## src/rtl/axis_pkt_monitor.sv

```systemverilog
// AXI-Stream pass-through with per-packet statistics; 1-cycle latency from input handshake to m_axis_tvalid.
// A 2-entry skid buffer absorbs one beat under backpressure, then s_axis_tready (registered) drops until it drains.
module axis_pkt_monitor #(
  parameter int TDATA_WIDTH   = 64,
  parameter int TKEEP_WIDTH   = 64,
  parameter int MAX_PKT_BYTES = 9600,
  parameter int CNT_WIDTH     = 32
) (
  input  logic                     s_axis_aclk,
  input  logic                     s_axis_aresetn,
  input  logic                     s_axis_tvalid,
  output logic                     s_axis_tready,
  input  logic [TDATA_WIDTH*8-1:0] s_axis_tdata,
  input  logic [TKEEP_WIDTH-1:0]   s_axis_tkeep,
  input  logic                     s_axis_tlast,
  output logic                     m_axis_tvalid,
  input  logic                     m_axis_tready,
  output logic [TDATA_WIDTH*8-1:0] m_axis_tdata,
  output logic [TKEEP_WIDTH-1:0]   m_axis_tkeep,
  output logic                     m_axis_tlast,
  input  logic                     stat_clear,
  output logic [CNT_WIDTH-1:0]     pkt_count,
  output logic [CNT_WIDTH-1:0]     byte_count,
  output logic [15:0]              last_pkt_len,
  output logic [CNT_WIDTH-1:0]     oversize_count,
  output logic                     err_oversize,
  output logic                     err_keep
);

  localparam int DW = TDATA_WIDTH * 8;
  localparam int BW = $clog2(TKEEP_WIDTH + 1);
  localparam logic [31:0] MAX_LEN = MAX_PKT_BYTES;

  typedef struct packed {
    logic [DW-1:0]          tdata;
    logic [TKEEP_WIDTH-1:0] tkeep;
    logic                   tlast;
  } beat_t;

  typedef enum logic {IDLE, IN_PKT} state_t;

  beat_t in_beat;
  beat_t out_dat_q, out_dat_d;
  beat_t skid_dat_q, skid_dat_d;
  logic  out_vld_q, out_vld_d;
  logic  skid_vld_q, skid_vld_d;
  logic  rdy_q, rdy_d;
  logic  in_hs;

  state_t      state_q, state_d;
  logic [16:0] cur_len_q, cur_len_d;
  logic [BW-1:0] beat_bytes;
  logic [16:0] len_base;
  logic [17:0] len_sum;
  logic [16:0] final_len;

  logic [CNT_WIDTH-1:0] pkt_count_q, pkt_count_d;
  logic [CNT_WIDTH-1:0] byte_count_q, byte_count_d;
  logic [CNT_WIDTH-1:0] oversize_count_q, oversize_count_d;
  logic [CNT_WIDTH:0]   byte_sum;
  logic [15:0]          last_pkt_len_q, last_pkt_len_d;
  logic                 err_oversize_q, err_oversize_d;
  logic                 err_keep_q, err_keep_d;

  assign in_beat = '{tdata: s_axis_tdata, tkeep: s_axis_tkeep, tlast: s_axis_tlast};
  assign in_hs   = s_axis_tvalid && rdy_q;

  // Skid buffer: the skid entry only fills while the output register is stalled,
  // so skid valid implies output valid and tready is simply its inverse.
  always_comb begin
    out_vld_d  = out_vld_q;
    out_dat_d  = out_dat_q;
    skid_vld_d = skid_vld_q;
    skid_dat_d = skid_dat_q;
    if (!out_vld_q || m_axis_tready) begin
      if (skid_vld_q) begin
        out_vld_d  = 1'b1;
        out_dat_d  = skid_dat_q;
        skid_vld_d = 1'b0;
      end else begin
        out_vld_d = in_hs;
        if (in_hs) begin
          out_dat_d = in_beat;
        end
      end
    end else if (in_hs) begin
      skid_vld_d = 1'b1;
      skid_dat_d = in_beat;
    end
    rdy_d = !skid_vld_d;
  end

  always_comb begin
    beat_bytes = '0;
    for (int i = 0; i < TKEEP_WIDTH; i++) begin
      beat_bytes = beat_bytes + BW'(s_axis_tkeep[i]);
    end
  end

  assign len_base  = (state_q == IN_PKT) ? cur_len_q : 17'd0;
  assign len_sum   = {1'b0, len_base} + 18'(beat_bytes);
  assign final_len = len_sum[17] ? 17'h1FFFF : len_sum[16:0];

  always_comb begin
    state_d   = state_q;
    cur_len_d = cur_len_q;
    if (in_hs) begin
      cur_len_d = final_len;
      state_d   = s_axis_tlast ? IDLE : IN_PKT;
    end
  end

  assign byte_sum = {1'b0, byte_count_q} + (CNT_WIDTH+1)'(beat_bytes);

  // Clear wins over a same-cycle update, dropping that beat's contribution.
  always_comb begin
    pkt_count_d      = pkt_count_q;
    byte_count_d     = byte_count_q;
    oversize_count_d = oversize_count_q;
    last_pkt_len_d   = last_pkt_len_q;
    err_oversize_d   = err_oversize_q;
    err_keep_d       = err_keep_q;
    if (stat_clear) begin
      pkt_count_d      = '0;
      byte_count_d     = '0;
      oversize_count_d = '0;
      last_pkt_len_d   = '0;
      err_oversize_d   = 1'b0;
      err_keep_d       = 1'b0;
    end else if (in_hs) begin
      byte_count_d = byte_sum[CNT_WIDTH] ? '1 : byte_sum[CNT_WIDTH-1:0];
      if (!s_axis_tlast && (s_axis_tkeep != '1)) begin
        err_keep_d = 1'b1;
      end
      if (s_axis_tlast) begin
        if (pkt_count_q != '1) begin
          pkt_count_d = pkt_count_q + CNT_WIDTH'(1);
        end
        last_pkt_len_d = (final_len > 17'h0FFFF) ? 16'hFFFF : final_len[15:0];
        if (32'(final_len) > MAX_LEN) begin
          err_oversize_d = 1'b1;
          if (oversize_count_q != '1) begin
            oversize_count_d = oversize_count_q + CNT_WIDTH'(1);
          end
        end
      end
    end
  end

  always_ff @(posedge s_axis_aclk or negedge s_axis_aresetn) begin
    if (!s_axis_aresetn) begin
      out_vld_q        <= 1'b0;
      out_dat_q        <= '0;
      skid_vld_q       <= 1'b0;
      skid_dat_q       <= '0;
      rdy_q            <= 1'b0;
      state_q          <= IDLE;
      cur_len_q        <= '0;
      pkt_count_q      <= '0;
      byte_count_q     <= '0;
      oversize_count_q <= '0;
      last_pkt_len_q   <= '0;
      err_oversize_q   <= 1'b0;
      err_keep_q       <= 1'b0;
    end else begin
      out_vld_q        <= out_vld_d;
      out_dat_q        <= out_dat_d;
      skid_vld_q       <= skid_vld_d;
      skid_dat_q       <= skid_dat_d;
      rdy_q            <= rdy_d;
      state_q          <= state_d;
      cur_len_q        <= cur_len_d;
      pkt_count_q      <= pkt_count_d;
      byte_count_q     <= byte_count_d;
      oversize_count_q <= oversize_count_d;
      last_pkt_len_q   <= last_pkt_len_d;
      err_oversize_q   <= err_oversize_d;
      err_keep_q       <= err_keep_d;
    end
  end

  assign s_axis_tready  = rdy_q;
  assign m_axis_tvalid  = out_vld_q;
  assign m_axis_tdata   = out_dat_q.tdata;
  assign m_axis_tkeep   = out_dat_q.tkeep;
  assign m_axis_tlast   = out_dat_q.tlast;
  assign pkt_count      = pkt_count_q;
  assign byte_count     = byte_count_q;
  assign oversize_count = oversize_count_q;
  assign last_pkt_len   = last_pkt_len_q;
  assign err_oversize   = err_oversize_q;
  assign err_keep       = err_keep_q;

endmodule

```

## config.mk

```make
export PLATFORM = sky130hd
export DESIGN_NAME = axis_pkt_monitor
export DESIGN_NICKNAME = d
export VERILOG_FILES = /design/src/rtl/axis_pkt_monitor.sv
export SDC_FILE = /design/constraint.sdc
export NUM_CORES = 2
export LEC_CHECK = 0
export BUFFER_PORTS_ARGS = -buffer_cell sky130_fd_sc_hd__clkbuf_2
export CELL_PAD_IN_SITES_DETAIL_PLACEMENT = 0
export CELL_PAD_IN_SITES_GLOBAL_PLACEMENT = 1
export CORE_AREA = 2 2 492 494
export CTS_CLUSTER_DIAMETER = 80
export CTS_CLUSTER_SIZE = 30
export DETAILED_ROUTE_END_ITERATION = 10
export DIE_AREA = 0 0 494 496
export GPL_TIMING_DRIVEN = 1
export PLACE_DENSITY_LB_ADDON = 0.1
export SYNTH_ARGS = -nofsm -noshare
export SYNTH_HDL_FRONTEND = slang
export SYNTH_SLANG_ARGS = --single-unit
```

## constraint.sdc

```tcl
create_clock -name s_axis_aclk -period 4.8 [get_ports s_axis_aclk]
set_input_delay 0.72 -clock s_axis_aclk [delete_from_list [all_inputs] [get_ports s_axis_aclk]]
set_output_delay 0.72 -clock s_axis_aclk [all_outputs]
set_load 0.02 [all_outputs]
```

# ---- Word level (Yosys, flattened, before mapping)
# Cells that the tools add are included.
dict set report totals {
  in_bits 582
  register_bits 1289
  output_inout_bits 693
  word_cells 141
}
dict set report op_classes {
  bitwise 1
  n_mux 31
  magnitude_cmp 2
  n_reduce_logical 20
  addsub 67
  n_eq_ne 3
}
# op n
set ops {}
lappend ops {{two-way mux 577 bit} 2}
lappend ops {{adder 7 x 1 -> 7 bit} 57}
lappend ops {{two-way mux 32 bit} 12}
lappend ops {{adder 32 x 1 -> 32 bit (second input constant)} 2}
lappend ops {{two-way mux 16 bit} 4}
lappend ops {{inequality test 32 bit (second input constant)} 2}
lappend ops {{inequality test 64 bit (second input constant)} 1}
lappend ops {{two-way mux 17 bit} 2}
lappend ops {{adder 32 x 7 -> 33 bit} 1}
lappend ops {{adder 17 x 7 -> 18 bit} 1}
lappend ops {{> comparator 17 x 14 -> 1 bit (second input constant)} 1}
lappend ops {{> comparator 17 x 16 -> 1 bit (second input constant)} 1}
lappend ops {{nonzero test 2 bit} 7}
lappend ops {{two-way mux 1 bit} 11}
lappend ops {{AND reduction 2 bit} 4}
lappend ops {{adder 6 x 1 -> 7 bit} 1}
lappend ops {{adder 5 x 1 -> 6 bit} 1}
lappend ops {{AND reduction 3 bit} 2}
lappend ops {{adder 4 x 1 -> 5 bit} 1}
lappend ops {{adder 3 x 1 -> 4 bit} 1}
lappend ops {{AND reduction 4 bit} 1}
lappend ops {{adder 2 x 1 -> 3 bit} 1}
lappend ops {{logical NOT 1 bit} 3}
lappend ops {{adder 1 x 1 -> 2 bit} 1}
lappend ops {{3 further kinds} 4}

# ---- Logic depth before layout (Yosys ltp)
dict set report logic_depth {
  word_depth 70
  ltp_mapped 33
  ltp_nobuf 31
}

# ---- Worst setup path before layout
# No wires, ideal clock.
dict set report synth_timing {
  path_type {input port to flip-flop}
  start {input port s_axis_tkeep[35]}
  end {register oversize_count_q[4] (netlist: oversize_count[4])}
  arrival_time_ps 8511
  setup_time_ps 124
  stages 30
  path_buffers 1
  required_ps 4676
  path_slack_ps -3835
  cell_sequence {inv_1 -> fa_1 -> inv_1 -> fa_1 -> fa_1 -> inv_1 -> fa_1 -> inv_1 -> fa_1 -> fa_1 -> fa_1 -> inv_1 -> fa_1 -> inv_1 -> fa_1 -> a21o_1 -> a21oi_1 -> xnor2_1 -> ha_1 -> o21ai_1 -> or2_2 -> a211o_1 -> and3_4 -> o2111a_1 -> a2111o_1 -> nand4b_2 -> o21ai_2 -> nand2b_4 -> buf_6 -> a211o_1}
}
dict set report synth_between {
  elab_chain_cells 34
}
# element line_no
set synth_lines {}
lappend synth_lines {{from (decl)} 14} ;# input logic [TKEEP_WIDTH-1:0] s_axis_tkeep,
lappend synth_lines {{adder 7 x 1 -> 7 bit (29 in a row)} 96} ;# beat_bytes = beat_bytes + BW'(s_axis_tkeep[i]);
lappend synth_lines {{adder 17 x 7 -> 18 bit} 101} ;# assign len_sum = {1'b0, len_base} + 18'(beat_bytes);
lappend synth_lines {{two-way mux 17 bit} 102} ;# assign final_len = len_sum[17] ? 17'h1FFFF : len_sum[16:0];
lappend synth_lines {{> comparator 17 x 14 -> 1 bit} 140} ;# if (32'(final_len) > MAX_LEN) begin
lappend synth_lines {{nonzero test 2 bit (no line)} --}
lappend synth_lines {{AND reduction 4 bit (no line)} --}
lappend synth_lines {{to (signal assigned)} 175} ;# oversize_count_q <= oversize_count_d;
lappend synth_lines {{to (decl)} 59} ;# logic [CNT_WIDTH-1:0] oversize_count_q, oversize_count_d;
# Every way passes these cells.
# A chain may end at the register's enable or synchronous reset.

# ---- Worst setup path after layout
dict set report layout_timing {
  start {input port s_axis_tkeep[53]}
  end {register oversize_count_q[24] (netlist: oversize_count[24])}
}
dict set report layout_between {
  elab_chain_cells 16
}
# element line_no
set layout_lines {}
lappend layout_lines {{adder 7 x 1 -> 7 bit (11 in a row)} 96}
lappend layout_lines {{adder 17 x 7 -> 18 bit} 101}
lappend layout_lines {{two-way mux 17 bit} 102}
lappend layout_lines {{> comparator 17 x 14 -> 1 bit} 140}
lappend layout_lines {{nonzero test 2 bit (no line)} --}
lappend layout_lines {{AND reduction 4 bit (no line)} --}
# Every way passes these cells.

==> run_results.csv <==
group,metric,value,unit
floorplan,die_w,494,µm
status,outcome,"complete, but fails checks",
yosys,synth_common_cells,"dfrtp_1 (1289), nand2_1 (738), o21ai_0 (702)",
worst_setup_path,r2r-end,"oversize_count[24]",
detailed_routing,via_per_inst,4.38,
yosys,syn_area_per_cell,11.6,µm²
cells_and_area,syn_to_final_growth,29.7,%
yosys,syn_area,0.0569,mm²
global_routing,antenna_found_initial,84,
floorplan,dieArea,0.245,mm²
yosys,synth_top_area_frac,0.567,
floorplan,fp.coreArea,0.240,mm²
cells_and_area,layout.nets,6915,
worst_setup_path,endpoint,"oversize_count[24]",
worst_setup_path,r2r_setup_slack,860,ps
detailed_routing,drtIter0Drc,2060,
worst_setup_path,required,5450,ps
flow_run,maxCapViolations,0,
pwr,p_leak,33.7,nW
detailed_routing,top_layer_used,"met5",
worst_setup_path,cp_max_fo,5,
detailed_routing,wl_per_cell,23.7,µm
sta,tightest_slew,983,ps
global_routing,grt_pass1_wl,320000,µm
sta,maxSlewHeadroom,0.342,
worst_setup_path,path_class,"in2reg",
global_routing,grt_pass1_vias,42550,
global_routing,grt_overflow,0,
clocking,cts_buffers,114,
global_routing,grt_max_degree,145,
clocking,max-clock-path-buffers,3,
worst_setup_path,arrival,8840,ps
detailed_routing,dr_wl_met3,21200,µm
floorplan,row_count,180,
pwr,finalPower,69.2,mW
yosys,synth_sequential_area_ratio,0.567,
yosys,yosysTopAreaCell,"dfrtp_1",
sta,clock_skew,34.6,ps
clocking,path_clk_slew,80,ps
yosys,synth_nets,5555,
yosys,synth.top_cells.by_area,"dfrtp_1 (57%), mux2_2 (11%), mux2i_1 (10%)",
worst_setup_path,start_kind,"primary input",
yosys,synth.distinct_cells,72,
worst_hold_path,min_path_type,"in2reg",
sta,setup_ws,-3390,ps
cells_and_area,fillers,25139,
worst_hold_path,min_from,"s_axis_tdata[80]",
worst_setup_path,startpoint,"s_axis_tkeep[53]",
clocking,cts_max_level,3,
detailed_routing,drc,0,
sta,fmax,0.122,GHz
yosys,ys_warn_count,0,
sta,post-route-min-period,8190,ps
detailed_routing,wl,226000,µm
placed_design,place_area,0.0686,mm²
global_routing,track_usage,0.179,
yosys,synth-edff-count,0,
worst_setup_path,slowest_delay,600,ps
detailed_routing,vias,41821,
sta,rsz0062_at_grt,"yes",
detailed_routing,ant_nets,0,
clocking,clk_latency,780,ps
sta,hold_violations,0,
floorplan,die_h,496,µm
detailed_routing,drt-met1-wl,90700,µm
sta,drv_slew,0,
yosys,async_reset_ff_frac,1.00,
yosys,postSynthCellCount,4887,
yosys,synth.most_common_cell,"dfrtp_1",
worst_setup_path,r2r-start,"state_q",
yosys,ys.flop_type,"dfrtp_1",
status,violations,"negative setup slack",
sta,period_share,1.71,
cells_and_area,fin_util,0.308,
cells_and_area,drive_above_1_share,0.386,
worst_setup_path,reg2reg_depth,15,
clocking,cts_tree,"done",
sta,finalSetupViolCount,98,
floorplan,ios,1275,
placed_design,gp_congestion,0.820,
yosys,ys_ff_latch,1289,
worst_setup_path,worst_path_most_repeated_cell,"fa_1",
placed_design,place_hpwl,170000,µm
cells_and_area,final_cells,9546,
placed_design,place_inst,9280,
placed_design,pre_cts_ws,-4350,ps
worst_setup_path,cpMaxStageDelayCell,"fa_1",
placed_design,io_buffers,1274,
clocking,root_buffer,"clkbuf_16",
floorplan,start_util,0.237,
worst_setup_path,cp-end-kind,"register",
detailed_routing,firstDrtPassIters,5,
cells_and_area,design_area,0.0737,mm²
pwr,ir_drop,3330,µV
pwr,p_per_area,939,mW/mm²
detailed_routing,met2_length,107000,µm
clocking,cts.sinks,1289,
## final cells by class
class / count / area [µm²] / share of cell area
multi-input cells: 3180 / 23900 / 0.324
diodes: 17 / 42.5 / 0.000577
clock buffers: 142 / 3120 / 0.0423
well taps: 3185 / 3990 / 0.0541
repair buffers: 1548 / 9090 / 0.123
clock inverters: 71 / 902 / 0.0122
flip-flops and latches: 1289 / 32300 / 0.438
inverters: 114 / 445 / 0.00604
## cells in the final DEF (no fill, tap or decap), types with 14 or more instances in the layout
cell type	count
dfrtp_1	1288
clkbuf_2	1264
nand2_1	731
o21ai_0	657
mux2i_1	586
mux2_2	533
buf_4	206
clkbuf_16	117
nor2_1	96
inv_1	93
fa_1	47
nand3_1	45
buf_12	37
buf_6	37
or3_1	32
nand4_1	29
o211ai_1	27
o21ai_1	25
nand3b_1	23
and3_1	22
o21ai_2	21
xor2_1	21
ha_1	20
inv_6	19
a21oi_1	18
diode_2	17
xnor2_1	17
inv_2	16
clkbuf_1	14
## flip-flops by register name (all words and copies together) (netlist names), 16 cells and up
| name | flops |
|---|---|
| cur_len_q | 17 |
| m_axis_tkeep | 64 |
| oversize_count | 32 |
| m_axis_tdata | 512 |
| last_pkt_len | 16 |
| byte_count | 32 |
| pkt_count | 32 |
| skid_dat_q | 577 |
## per-stage QoR
step	hold slack (ps)	setup TNS, ps
after floorplan	424	-284370
after global placement	452	-370200
final	182	-284160
after global routing	112	-301520
after detailed placement	455	-368000
after CTS	67.6	-269760
## power by group
| part | switching (mW) | internal, mW | total, mW |
|---|---|---|---|
| registers | 1.62 | 13.8 | 15.4 |
| clock network | 4.93 | 5.27 | 10.2 |
| logic | 23.0 | 20.6 | 43.6 |
## cells by family (layout without fill, tap and decap cells)
kind of cell             count (synthesis)  count (layout)  share of synthesized area
AO/OA/AOI/OAI                          850             851                     0.0807
XOR/XNOR                                45              45                    0.00717
adder cells (fa/ha/maj)                 87              87                     0.0265
buffers and inverters                  420            1875                     0.0281
flip-flops                            1289            1289                      0.567
multiplexers                          1119            1119                      0.209
other                                    0              17                          0
AND/OR/NAND/NOR                       1077            1078                     0.0815
## worst min-delay path by stage
stage | endpoint | slack, ps | cells after the start
finish | skid_dat_q[145] | 180 | 2
global route | skid_dat_q[399] | 110 | 2
CTS | skid_dat_q[395] | 70 | 2
detailed placement | cur_len_q[3] | 450 | 2
global placement | cur_len_q[1] | 450 | 2
floorplan | byte_count[0] | 420 | 0
## worst max-delay path: cells and delay by family
family          cells  cell delay, ps
simple gates        3             640
buf+inv             7             560
fa+ha+maj          11            4910
xor+xnor            2             220
compound gates      8            1750
## metal layers
layer  GRT usage  vias up
met4      0.0520       76
met3      0.0738      325
met1       0.211    20623
li1            -    19717
met2       0.296     1080
met5           0        -
## repair_timing
item,in CTS,in global routing
endpoints found under the hold margin,51,0
pin swaps,29,78
resized for setup,60,151
setup endpoints to repair,98,98
buffers inserted,9,29
cloned,2,1
hold buffers,1,0
Power figures use the tool's default switching activity.
